## src/rtl/dmem_pkg.sv

```systemverilog
// Shared types for the data-RAM arbiter: datapath widths, RAM depth and arbiter states.
package dmem_pkg;

   localparam int DATAMEM_DEPTH = 256;
   localparam int DMEM_DATA_W   = 8;
   localparam int DMEM_ADDR_W   = 8;

   typedef logic [DMEM_DATA_W-1:0] data_t;
   typedef logic [DMEM_ADDR_W-1:0] addr_t;

   typedef enum logic [1:0] {
      OPEN  = 2'd0,
      HELD0 = 2'd1,
      HELD1 = 2'd2
   } arb_state_t;

endpackage

```

## src/rtl/rr_pick2.sv

```systemverilog
// Two-way round-robin picker: a tie or a forced turn goes to the port that was not granted last.
module rr_pick2
   import dmem_pkg::*;
(
   input  logic [1:0] i_req,
   input  logic       i_last,
   input  logic       i_force,
   output logic [1:0] o_gnt
);

   always_comb begin
      o_gnt = 2'b00;
      if (i_force || (&i_req))
         o_gnt = i_last ? {1'b0, i_req[0]} : {i_req[1], 1'b0};
      else
         o_gnt = i_req;
   end

endmodule

```

## src/rtl/dmem_arbiter.sv

```systemverilog
// Round-robin arbiter sharing the single-port data RAM between the core (port 0) and the
// host loader (port 1), with per-port lock and a starvation bound on consecutive grants.
module dmem_arbiter
   import dmem_pkg::*;
#(
   parameter int DATA_W   = 8,
   parameter int ADDR_W   = 8,
   parameter int MAX_HOLD = 4
) (
   input  logic                   clk,
   input  logic                   rst_n,
   input  logic [1:0]             req_i,
   input  logic [1:0]             we_i,
   input  logic [1:0]             lock_i,
   input  logic [1:0][ADDR_W-1:0] addr_i,
   input  logic [1:0][DATA_W-1:0] wdata_i,
   output logic [1:0]             gnt_o,
   output logic [1:0]             rvalid_o,
   output logic [DATA_W-1:0]      rdata_o,
   output logic                   mem_en_o,
   output logic                   mem_we_o,
   output logic [ADDR_W-1:0]      mem_addr_o,
   output logic [DATA_W-1:0]      mem_wdata_o,
   input  logic [DATA_W-1:0]      mem_rdata_i
);

   localparam logic [3:0] HOLD_LIM = 4'(MAX_HOLD);

   arb_state_t r_state;
   logic       r_last;
   logic [3:0] r_hold_cnt;
   logic [1:0] r_rvalid_p1;

   logic       w_force;
   logic [1:0] w_pick;
   logic [1:0] w_gnt;
   logic       w_any;
   logic       w_idx;
   logic [3:0] w_cnt_base;

   function automatic logic [3:0] sat_inc(input logic [3:0] v);
      return (v >= HOLD_LIM) ? HOLD_LIM : v + 4'd1;
   endfunction

   // The port that has waited through MAX_HOLD grants wins the next contended cycle.
   assign w_force = (r_hold_cnt == HOLD_LIM) && (&req_i);

   rr_pick2 u_pick (
      .i_req   (req_i),
      .i_last  (r_last),
      .i_force (w_force),
      .o_gnt   (w_pick)
   );

   always_comb begin
      w_gnt = w_pick;
      if (!w_force) begin
         case (r_state)
            HELD0:   w_gnt = {1'b0, req_i[0]};
            HELD1:   w_gnt = {req_i[1], 1'b0};
            default: w_gnt = w_pick;
         endcase
      end
      if (!rst_n)
         w_gnt = 2'b00;
   end

   assign w_any       = |w_gnt;
   assign w_idx       = w_gnt[1];
   assign gnt_o       = w_gnt;
   assign mem_en_o    = w_any;
   assign mem_we_o    = w_any & we_i[w_idx];
   assign mem_addr_o  = addr_i[w_idx];
   assign mem_wdata_o = wdata_i[w_idx];
   assign rvalid_o    = r_rvalid_p1;
   assign rdata_o     = (|r_rvalid_p1) ? mem_rdata_i : '0;
   // A grant switch restarts the run; the grant itself still counts when contended.
   assign w_cnt_base  = (w_idx == r_last) ? r_hold_cnt : 4'd0;

   // p0 -> p1: RAM read response aligns with rvalid one cycle after the grant
   always_ff @(posedge clk or negedge rst_n) begin
      if (!rst_n) begin
         r_state     <= OPEN;
         r_last      <= 1'b1;
         r_hold_cnt  <= 4'd0;
         r_rvalid_p1 <= 2'b00;
      end else begin
         r_rvalid_p1 <= w_gnt & ~we_i;

         if (w_any) begin
            r_last     <= w_idx;
            r_hold_cnt <= req_i[!w_idx] ? sat_inc(w_cnt_base) : 4'd0;
         end else if (!req_i[!r_last]) begin
            r_hold_cnt <= 4'd0;
         end

         if (w_force) begin
            r_state <= OPEN;
         end else begin
            case (r_state)
               OPEN:    if (w_any && lock_i[w_idx]) r_state <= w_idx ? HELD1 : HELD0;
               HELD0:   if (!req_i[0] || !lock_i[0]) r_state <= OPEN;
               HELD1:   if (!req_i[1] || !lock_i[1]) r_state <= OPEN;
               default: r_state <= OPEN;
            endcase
         end
      end
   end

endmodule

```

## config.mk

```make
export PLATFORM = sky130hd
export DESIGN_NAME = dmem_arbiter
export DESIGN_NICKNAME = d
export VERILOG_FILES = /design/src/rtl/dmem_pkg.sv /design/src/rtl/rr_pick2.sv /design/src/rtl/dmem_arbiter.sv
export SDC_FILE = /design/constraint.sdc
export NUM_CORES = 1
export LEC_CHECK = 0
export BUFFER_PORTS_ARGS = -buffer_cell sky130_fd_sc_hd__buf_2
export CORE_MARGIN = 3
export CORE_UTILIZATION = 36
export DETAILED_ROUTE_END_ITERATION = 12
export HOLD_SLACK_MARGIN = 0.06
export PLACE_DENSITY = 0.77
export SLEW_MARGIN = 20
export SYNTH_ARGS = -nofsm -noshare
export SYNTH_HDL_FRONTEND = slang
export SYNTH_SLANG_ARGS = --single-unit
```

## constraint.sdc

```tcl
create_clock -name clk -period 1.95 [get_ports clk]
set_input_delay 0.2925 -clock clk [delete_from_list [all_inputs] [get_ports clk]]
set_output_delay 0.2925 -clock clk [all_outputs]
set_load 0.05 [all_outputs]
```

==> flow_metrics.env, run 1 <==
export IMPL_status="finished, violations left"
export IMPL_violations="negative setup slack"
export IMPL_worst_slack_ns=-0.4668
export IMPL_cp_arrival_ns=2.12
export IMPL_clock_sinks=9
export IMPL_via_per_inst=5.910
export IMPL_diodes=0
export IMPL_synth_cell_types=41
export IMPL_cts_made_buffers=3
export IMPL_via_count=1507
export IMPL_drc=0
export IMPL_slew_headroom_pct=64.55
export IMPL_syn_avg_cell_area_um2=9.961
export IMPL_post_route_util_pct=83.04
export IMPL_startpoint="r_last"
export IMPL_drtAntennaViolNets=0
export IMPL_antenna_found_initial=0
export IMPL_syn_to_final_growth_pct=111.7
export IMPL_crit_end="mem_we_o"
export IMPL_gr_total_overflow=0
export IMPL_ff2ff_path_depth=10
export IMPL_grt_max_degree=11
export IMPL_p_int_mw=1.531
export IMPL_cp_start_kind="flip-flop"
export IMPL_drtPass1Iterations=4
export IMPL_power_net_switching_mw=1.549
export IMPL_clkTransAtPathRegs_ns=0.08
export IMPL_reg2reg_to="r_hold_cnt[2]"
export IMPL_layoutNonFillerInstCount=255
export IMPL_synthesis_nets=154
export IMPL_synth_edf_count=0
export IMPL_slew_viol_final=0
export IMPL_multiInputGateArea_um2=943.4
export IMPL_timing_fmax_mhz=413.8
export IMPL_post_route_period_util_pct=123.9
export IMPL_synth_xor_area_share_pct=0
export IMPL_p_seq_share_pct=9.8
export IMPL_clockPowerShare_pct=5.0
export IMPL_worstPathMaxFanout=6
export IMPL_ys_flop_type="dfrtp_1"
export IMPL_fin_area_um2=2151
export IMPL_synth_top_family_by_area="multiplexers"
export IMPL_placedCellCount=235
export IMPL_fin_crit_ns=2.417
export IMPL_end_kind="primary output"
export IMPL_synthSimpleGateAreaFrac_pct=23.15
export IMPL_peakVddDrop_uv=1088
export IMPL_ys_warn_count=0
export IMPL_post_route_cells_drive_above_1_share_pct=76.00
export IMPL_seq_area_um2=226.5
export IMPL_syn_inst=102
export IMPL_grt_pass1_vias=1475
export IMPL_port_buffers=77
export IMPL_rsz0062_at_grt="yes"
export IMPL_hp_class="in -> reg"
export IMPL_worstMarginPinSlew_ns=0.5298
export IMPL_clk_path_buf_depth=2
export IMPL_fill_cells=124
export IMPL_grt_use_total_pct=29.31
export IMPL_power_frac_comb_pct=85.3
export IMPL_die_h_um=59.13
export IMPL_p_leak_nw=1.106
export IMPL_core_area_um2=2590
export IMPL_clock_skew_ns=0.01110
export IMPL_swShare_pct=50.28
export IMPL_root_buffer="clkbuf_4"
export IMPL_io_pins=78
export IMPL_synth_fa_ha_area_share_pct=4.926
export IMPL_worstPathRequired_ns=1.66
export IMPL_critPathKind="reg -> out"
export IMPL_grt_pass1_wl_mm=7.500
export IMPL_place_area_um2=1668
export IMPL_routedWlPerCell_um=23.10
export IMPL_gp_congestion=0.8775
export IMPL_dp_hpwl_mm=3.045
export IMPL_start_util_pct=39.23
export IMPL_die_w_um=59.13
export IMPL_timing_final_hold_violations=0
export IMPL_num_rows=18
export IMPL_clk_latency_ns=0.27
export IMPL_ys_ff_latch=9
export IMPL_synthArstFlopShare_pct=100.0
export IMPL_powerDensity_nw_per_um2=1432
export IMPL_synth_seq_area_share_pct=22.29
export IMPL_die_area_um2=3496
export IMPL_ff2ff_setup_slack_ns=-0.26
export IMPL_synthMuxAreaShare_pct=24.75
export IMPL_htreeDepth=1
export IMPL_final_nets=278
export IMPL_r2r_start="r_last"
export IMPL_first_iter_violations=97
export IMPL_synth_compound_area_share_pct=19.58
export IMPL_setup_violations=27
export IMPL_cts_tree="built"
export IMPL_drt_total_wl_mm=5.890
export IMPL_drv_cap=0
export IMPL_synth_area_um2=1016
-- worst max-delay path: stages, from the launching register on --
cell and delay, ns:
dfstp_2 0.62, nand4b_1 0.23, o22ai_4 0.24, or3_4 0.26, inv_4 0.06, buf_6 0.13, o21ai_4 0.13, buf_6 0.17
-- cell usage in the layout (no fill, tap or decap), drive strengths merged, types with 3 or more instances in the layout --
cell / instances
a21oi: 3
clkbuf: 3
dfrtp: 8
or3: 4
nor2b: 9
o2bb2ai: 3
buf: 119
nand2: 7
mux2: 17
o21ai: 4
inv: 5
nand2b: 3
nor2: 6
ha: 4
-- metal layers --
layer | up-vias | global-route usage [%] | share of wire (%)
met5 | - | 0 | 0
met1 | 712 | 30.97 | 34
li1 | 634 | - | -
met4 | 0 | 16.50 | 6.7
met2 | 127 | 53.94 | 51
met3 | 34 | 5.229 | 8.7
-- cell families (layout without fill, tap and decap cells) --
kind of cell | count (synthesis) | count (layout)
buffers and inverters | 9 | 129
adder cells (fa/ha/maj) | 4 | 4
multiplexers | 17 | 17
AND/OR/NAND/NOR | 38 | 41
flip-flops | 9 | 9
AO/OA/AOI/OAI | 25 | 25
-- registers in the layout, indices dropped and copies added, names as in the netlist --
signal / flops
r_hold_cnt: 4
r_last: 1
rvalid_o: 2
r_state: 2
-- power by group through the flow --
stage	clock network (mW)	registers (mW)	logic, mW
after detailed placement	0	0.291	1.75
after global routing	0.165	0.301	2.71
final	0.154	0.301	2.63
after global placement	0	0.287	1.68
after floorplan	0	0.296	1.23
after CTS	0.153	0.288	2.26
-- synthesized netlist by cell type (2+ instances only) --
master / instances / area share, %
a21oi_1: 2 / 0.99
ha_1: 4 / 4.9
o21ai_0: 3 / 1.5
nand3_1: 2 / 0.99
a211o_1: 2 / 1.7
mux2_4: 16 / 24
nor2_1: 6 / 2.2
nor2b_1: 9 / 5.5
inv_1: 3 / 1.1
nand2b_1: 3 / 1.8
o311a_1: 2 / 2.0
buf_6: 2 / 2.2
nand2_1: 7 / 2.6
inv_2: 2 / 0.74
o2bb2ai_1: 3 / 2.6
a22oi_1: 2 / 1.5
o31ai_1: 2 / 1.5
nor4b_1: 2 / 1.7
dfrtp_1: 8 / 20
-- final cells by class --
| type | count | area share (%) |
|---|---|---|
| clock buffer | 3 | 1.047 |
| clock inverter | 1 | 0.2327 |
| inverter | 5 | 1.105 |
| multi-input combinational | 87 | 43.86 |
| sequential | 9 | 10.53 |
| tap | 30 | 1.745 |
| timing repair buffer | 120 | 41.48 |
-- worst min path at each step --
stage | startpoint | end | cells past startpoint
after floorplan | rst_n | r_hold_cnt[0] | 0
after global placement | rst_n | r_hold_cnt[1] | 2
after detailed placement | rst_n | r_hold_cnt[1] | 2
after CTS | we_i[0] | rvalid_o[0] | 2
after global routing | we_i[1] | rvalid_o[1] | 2
final | we_i[1] | rvalid_o[1] | 2
-- metrics by stage --
stage	setup WS (ns)	hold slack, ns	TNS [ns]	total power [mW]
floorplan	-0.1169	-0.003091	-1.994	1.525
global placement	-0.2044	0.2606	-4.518	1.971
detailed placement	-0.2548	0.2637	-5.737	2.037
CTS	-0.3916	0.1711	-7.278	2.700
global route	-0.4929	0.2025	-10.42	3.180
finish	-0.4668	0.2077	-9.562	3.080
-- timing repair --
item	CTS	global route
hold buffers	1	0
gates resized for setup	71	13
setup buffers	6	8
hold endpoints to repair	8	0
pin swaps	14	10
gates cloned	3	0
setup endpoints to repair	26	27
Note: power is estimated with default switching activity, not from simulation.
==> run 2, diff against run 1 <==
CELL_PAD_IN_SITES_DETAIL_PLACEMENT = 1   (was not set)
CELL_PAD_IN_SITES_GLOBAL_PLACEMENT = 1   (was not set)
CORE_UTILIZATION = 27   (was 36)
PLACE_DENSITY = not set   (was 0.77)
PLACE_DENSITY_LB_ADDON = 0.1   (was not set)
clock period = 2.6 ns   (was 1.95 ns; I/O delays follow)
==> flow_metrics.env, run 2 (synthesis gave the netlist of run 1 again) <==
export IMPL_routedWlPerCell_um=15.55
export IMPL_largest_reg_flops=4
export IMPL_drtAntennaViolNets=0
export IMPL_die_area_um2=4535
export IMPL_cp_start_kind="flip-flop"
export IMPL_antenna_found_initial=0
export IMPL_critPathKind="reg -> out"
export IMPL_dp_hpwl_mm=2.815
export IMPL_cpLargestDelayFamily="simple AND/OR/NAND/NOR gates"
export IMPL_htreeDepth=1
export IMPL_slew_viol_final=0
export IMPL_seq_area_um2=226.5
export IMPL_fin_area_um2=1568
export IMPL_path_buf_inv=2
export IMPL_syn_to_final_growth_pct=54.31
export IMPL_start_util_pct=29.29
export IMPL_drtPass1Iterations=4
export IMPL_reg2reg_to="r_hold_cnt[1]"
export IMPL_ff2ff_setup_slack_ns=0.50
export IMPL_clock_sinks=9
export IMPL_clk_latency_ns=0.24
export IMPL_cp_cell_sequence="inv_2 -> ha_4 -> nand2b_1 -> a21oi_4 -> or3_4 -> mux2_4 -> buf_4"
export IMPL_p_leak_nw=0.8360
export IMPL_rsz0062_at_grt="no"
export IMPL_timing_final_hold_violations=0
export IMPL_place_area_um2=1431
export IMPL_layoutNonFillerInstCount=230
export IMPL_root_buffer="clkbuf_8"
export IMPL_r2r_start="r_state[0]"
export IMPL_slew_headroom_pct=68.38
export IMPL_startpoint="r_state[0]"
export IMPL_first_iter_violations=17
export IMPL_total_power_mw=1.580
export IMPL_num_rows=21
export IMPL_holdBufCountCts=0
export IMPL_crit_end="mem_addr_o[2]"
export IMPL_fill_cells=427
export IMPL_end_kind="primary output"
export IMPL_crit_cells=7
export IMPL_ff2ff_path_depth=10
export IMPL_hp_class="in -> async"
export IMPL_die_w_um=67.34
export IMPL_diodes=0
export IMPL_post_route_period_util_pct=96.74
export IMPL_via_count=1141
export IMPL_grt_max_degree=12
export IMPL_status="completed"
export IMPL_worstPathMaxFanout=6
export IMPL_grt_pass1_vias=1102
export IMPL_cts_tree="built"
export IMPL_peakVddDrop_uv=523.0
export IMPL_core_area_um2=3468
export IMPL_final_cell_mix="64 x buf_2, 16 x mux2_4, 15 x buf_4"
export IMPL_clock_skew_ns=0.001765
export IMPL_clk_path_buf_depth=2
export IMPL_via_per_inst=4.961
export IMPL_cpMaxStageDelayCell="or3_4"
export IMPL_drt_total_wl_mm=3.577
export IMPL_cts_made_buffers=3
export IMPL_worstPathRequired_ns=2.21
export IMPL_gp_congestion=0.7242
export IMPL_fin_crit_ns=2.515
export IMPL_powerDensity_nw_per_um2=1008
export IMPL_worstMarginPinSlew_ns=0.4677
export IMPL_whs_ns=0.08758
export IMPL_io_pins=78
export IMPL_clkTransAtPathRegs_ns=0.05
export IMPL_cp_arrival_ns=2.13
export IMPL_drc=0
export IMPL_timing_fmax_mhz=397.6
export IMPL_die_h_um=67.34
export IMPL_multiInputGateArea_um2=778.2
export IMPL_grt_use_total_pct=15.56
export IMPL_setup_violations=0
export IMPL_tns_ns=0
export IMPL_drv_cap=0
export IMPL_top_register="r_hold_cnt"
export IMPL_placedCellCount=222
export IMPL_slowest_delay_ns=0.45
export IMPL_final_nets=237
export IMPL_grt_pass1_wl_mm=5.416
export IMPL_layout_commonest_cell="buf_2"
export IMPL_gr_total_overflow=0
export IMPL_port_buffers=77
export IMPL_post_route_cells_drive_above_1_share_pct=61.41
## run 2: cell types whose count changed in the layout (fill, tap and decap cells not counted), moves of 3 or more
cell      before  now
buf_2         57   64
buf_4         32   15
buf_6         25    0
buf_8          5    0
clkbuf_8       0    3
## run 2: report_power, final
group / total, mW / switching [mW] / internal [mW]
combinational: 1.18 / 0.746 / 0.429
sequential: 0.237 / 0.0525 / 0.184
clock: 0.168 / 0.0624 / 0.105
total: 1.58 / 0.861 / 0.719
## run 2: through the flow
step	setup WS [ns]	utilization [%]
2_1_floorplan	0.03462	-
3_3_place_gp	0.1244	41.27
3_5_place_dp	0.08372	41.27
4_1_cts	0.005528	44.70
5_1_grt	0.005546	45.20
6_report	0.08474	45.20
## run 2: how the worst min path moves through the flow
stage / from / end / slack (ns) / cells after the start
floorplan: rst_n / r_hold_cnt[0] / 0.09 / 0
global placement: rst_n / r_hold_cnt[1] / 0.35 / 2
detailed placement: rst_n / r_hold_cnt[1] / 0.35 / 2
CTS: rst_n / r_hold_cnt[1] / 0.09 / 2
global route: rst_n / r_hold_cnt[3] / 0.11 / 2
finish: rst_n / r_hold_cnt[1] / 0.09 / 2
## run 2: worst register-to-register path, stage by stage (launching register included)
cell and delay, ns:
dfrtp_1 0.40, inv_2 0.09, ha_4 0.22, nand2b_1 0.13
a21oi_4 0.07, buf_4 0.16, o31ai_1 0.28, o311a_1 0.26
ha_1 0.24, inv_1 0.07, o2bb2ai_1 0.06
## run 2: area by class of cell
class	instances	area share, %
inverter	5	1.197
sequential	9	14.45
timing repair buffer	80	28.09
clock inverter	1	0.3192
multi-input combinational	86	49.64
clock buffer	3	2.634
tap	46	3.671
## run 2: timing repair
item | 4_1_cts | 5_1_grt
buffers inserted | 1 | 1
gates cloned | 2 | 0
pin swaps | 2 | 3
resized for setup | 16 | 3
setup endpoints to repair | 18 | 18
## run 2: metal layers
metal / vias up / wire length [um] / track usage, %
li1: 547 / - / -
met1: 544 / 1487 / 19.42
met2: 48 / 1743 / 27.36
met3: 2 / 339 / 3.494
met4: 0 / 7 / 3.038
met5: - / 0 / 0
==> run 3, diff against run 2 <==
RECOVER_POWER = 25   (was not set)
==> flow_metrics.env, run 3 (synthesis gave the netlist of run 1 again) <==
export IMPL_status="completed"
export IMPL_grt_pass1_wl_mm=5.416
export IMPL_gr_total_overflow=0
export IMPL_grt_max_degree=12
export IMPL_powerDensity_nw_per_um2=1011
export IMPL_htreeDepth=1
export IMPL_via_count=1142
export IMPL_whs_ns=0.2620
export IMPL_grt_use_total_pct=15.56
export IMPL_clk_latency_ns=0.24
export IMPL_top_register="r_hold_cnt"
export IMPL_clk_path_buf_depth=2
export IMPL_worstPathMaxFanout=6
export IMPL_ff2ff_setup_slack_ns=0.50
export IMPL_timing_final_hold_violations=0
export IMPL_end_kind="primary output"
export IMPL_num_rows=21
export IMPL_antenna_found_initial=0
export IMPL_io_pins=78
export IMPL_die_area_um2=4535
export IMPL_cts_made_buffers=3
export IMPL_clock_sinks=9
export IMPL_drt_total_wl_mm=3.578
export IMPL_p_seq_share_pct=15.0
export IMPL_setup_violations=0
export IMPL_hp_class="in -> async"
export IMPL_worstPathRequired_ns=2.21
export IMPL_startpoint="r_state[0]"
export IMPL_power_frac_comb_pct=74.4
export IMPL_slew_viol_final=0
export IMPL_p_int_uw=716.6
export IMPL_cp_start_kind="flip-flop"
export IMPL_cts_tree="built"
export IMPL_drc=0
export IMPL_worstMarginPinSlew_ns=0.5952
export IMPL_layout_commonest_cell="buf_2"
export IMPL_start_util_pct=29.29
export IMPL_die_w_um=67.34
export IMPL_first_iter_violations=16
export IMPL_p_leak_nw=0.8213
export IMPL_final_nets=237
export IMPL_final_cell_mix="61 x buf_2, 16 x mux2_4, 14 x buf_4"
export IMPL_post_route_period_util_pct=96.73
export IMPL_clkTransAtPathRegs_ns=0.05
export IMPL_ff2ff_path_depth=10
export IMPL_core_area_um2=3468
export IMPL_total_power_mw=1.578
export IMPL_die_h_um=67.34
export IMPL_reg2reg_to="r_hold_cnt[1]"
export IMPL_port_buffers=77
export IMPL_r2r_start="r_state[0]"
export IMPL_timing_fmax_mhz=397.6
export IMPL_syn_to_final_growth_pct=53.57
export IMPL_dp_hpwl_mm=2.815
export IMPL_root_buffer="clkbuf_8"
export IMPL_clock_skew_ns=0.001765
export IMPL_clockPowerShare_pct=10.6
export IMPL_routedWlPerCell_um=15.56
export IMPL_post_route_cells_drive_above_1_share_pct=59.24
export IMPL_gp_congestion=0.7242
export IMPL_slew_headroom_pct=60.32
export IMPL_drv_cap=0
export IMPL_crit_end="mem_addr_o[2]"
export IMPL_grt_pass1_vias=1102
export IMPL_peakVddDrop_uv=522.9
export IMPL_rsz0062_at_grt="no"
export IMPL_tns_ns=0
export IMPL_diodes=0
export IMPL_via_per_inst=4.965
export IMPL_drtAntennaViolNets=0
export IMPL_swShare_pct=54.58
export IMPL_fill_cells=431
export IMPL_power_net_switching_uw=861.0
export IMPL_cp_arrival_ns=2.13
export IMPL_critPathKind="reg -> out"
export IMPL_largest_reg_flops=4
export IMPL_fin_crit_ns=2.515
export IMPL_drtPass1Iterations=4
run 3: cell count changes in the layout (fill, tap and decap cells not counted):
cell	delta
buf_2	-3
buf_4	-1
clkbuf_1	+4
run 3: layout make-up:
class,count,area (um^2),share of cell area [%]
multi-input cells,86,778.2,49.88
repair buffers,80,432.9,27.75
flip-flops and latches,9,226.5,14.51
well taps,46,57.56,3.689
clock buffers,3,41.29,2.646
inverters,5,18.77,1.203
clock inverters,1,5.005,0.3208
run 3: power groups by stage:
| stage | clock [mW] | combinational [mW] | sequential, mW |
|---|---|---|---|
| floorplan | 0 | 0.850 | 0.219 |
| global placement | 0 | 1.03 | 0.232 |
| detailed placement | 0 | 1.05 | 0.236 |
| CTS | 0.170 | 1.15 | 0.235 |
| global route | 0.177 | 1.26 | 0.244 |
| finish | 0.168 | 1.17 | 0.237 |
run 3: worst min path at each step:
| stage | cells after the start | to | startpoint |
|---|---|---|---|
| floorplan | 0 | r_hold_cnt[0] | rst_n |
| global placement | 2 | r_hold_cnt[1] | rst_n |
| detailed placement | 2 | r_hold_cnt[1] | rst_n |
| CTS | 2 | r_hold_cnt[1] | rst_n |
| global route | 2 | rvalid_o[0] | we_i[0] |
| finish | 2 | r_hold_cnt[1] | rst_n |
run 3: metal layers:
metal	up-vias	track usage (%)	routed length, um
li1	547	-	-
met1	545	19.42	1487
met2	48	27.36	1744
met3	2	3.494	339
met4	0	3.038	7
met5	-	0	0
run 3: per-stage QoR:
stage | cells | setup slack, ns | cell area [um^2] | utilization, %
2_1_floorplan | 102 | 0.03462 | 1016 | -
3_3_place_gp | 222 | 0.1244 | 1431 | 41.27
3_5_place_dp | 222 | 0.08372 | 1431 | 41.27
4_1_cts | 229 | 0.005528 | 1550 | 44.70
5_1_grt | 230 | 0.005546 | 1560 | 44.99
6_report | 230 | 0.08489 | 1560 | 44.99
run 3: what timing repair did:
item,in CTS,in global routing
buffers inserted,1,1
pin swaps,2,3
setup endpoints to repair,18,18
gates resized for setup,16,3
cloned,2,0
hold buffers,0,0
run 3: worst max-delay path, cell delays in order (launching register included):
cell and delay, ns:
dfrtp_1 0.40, inv_2 0.09, ha_4 0.22, nand2b_1 0.13, a21oi_4 0.07, or3_4 0.45
mux2_4 0.32, buf_4 0.19
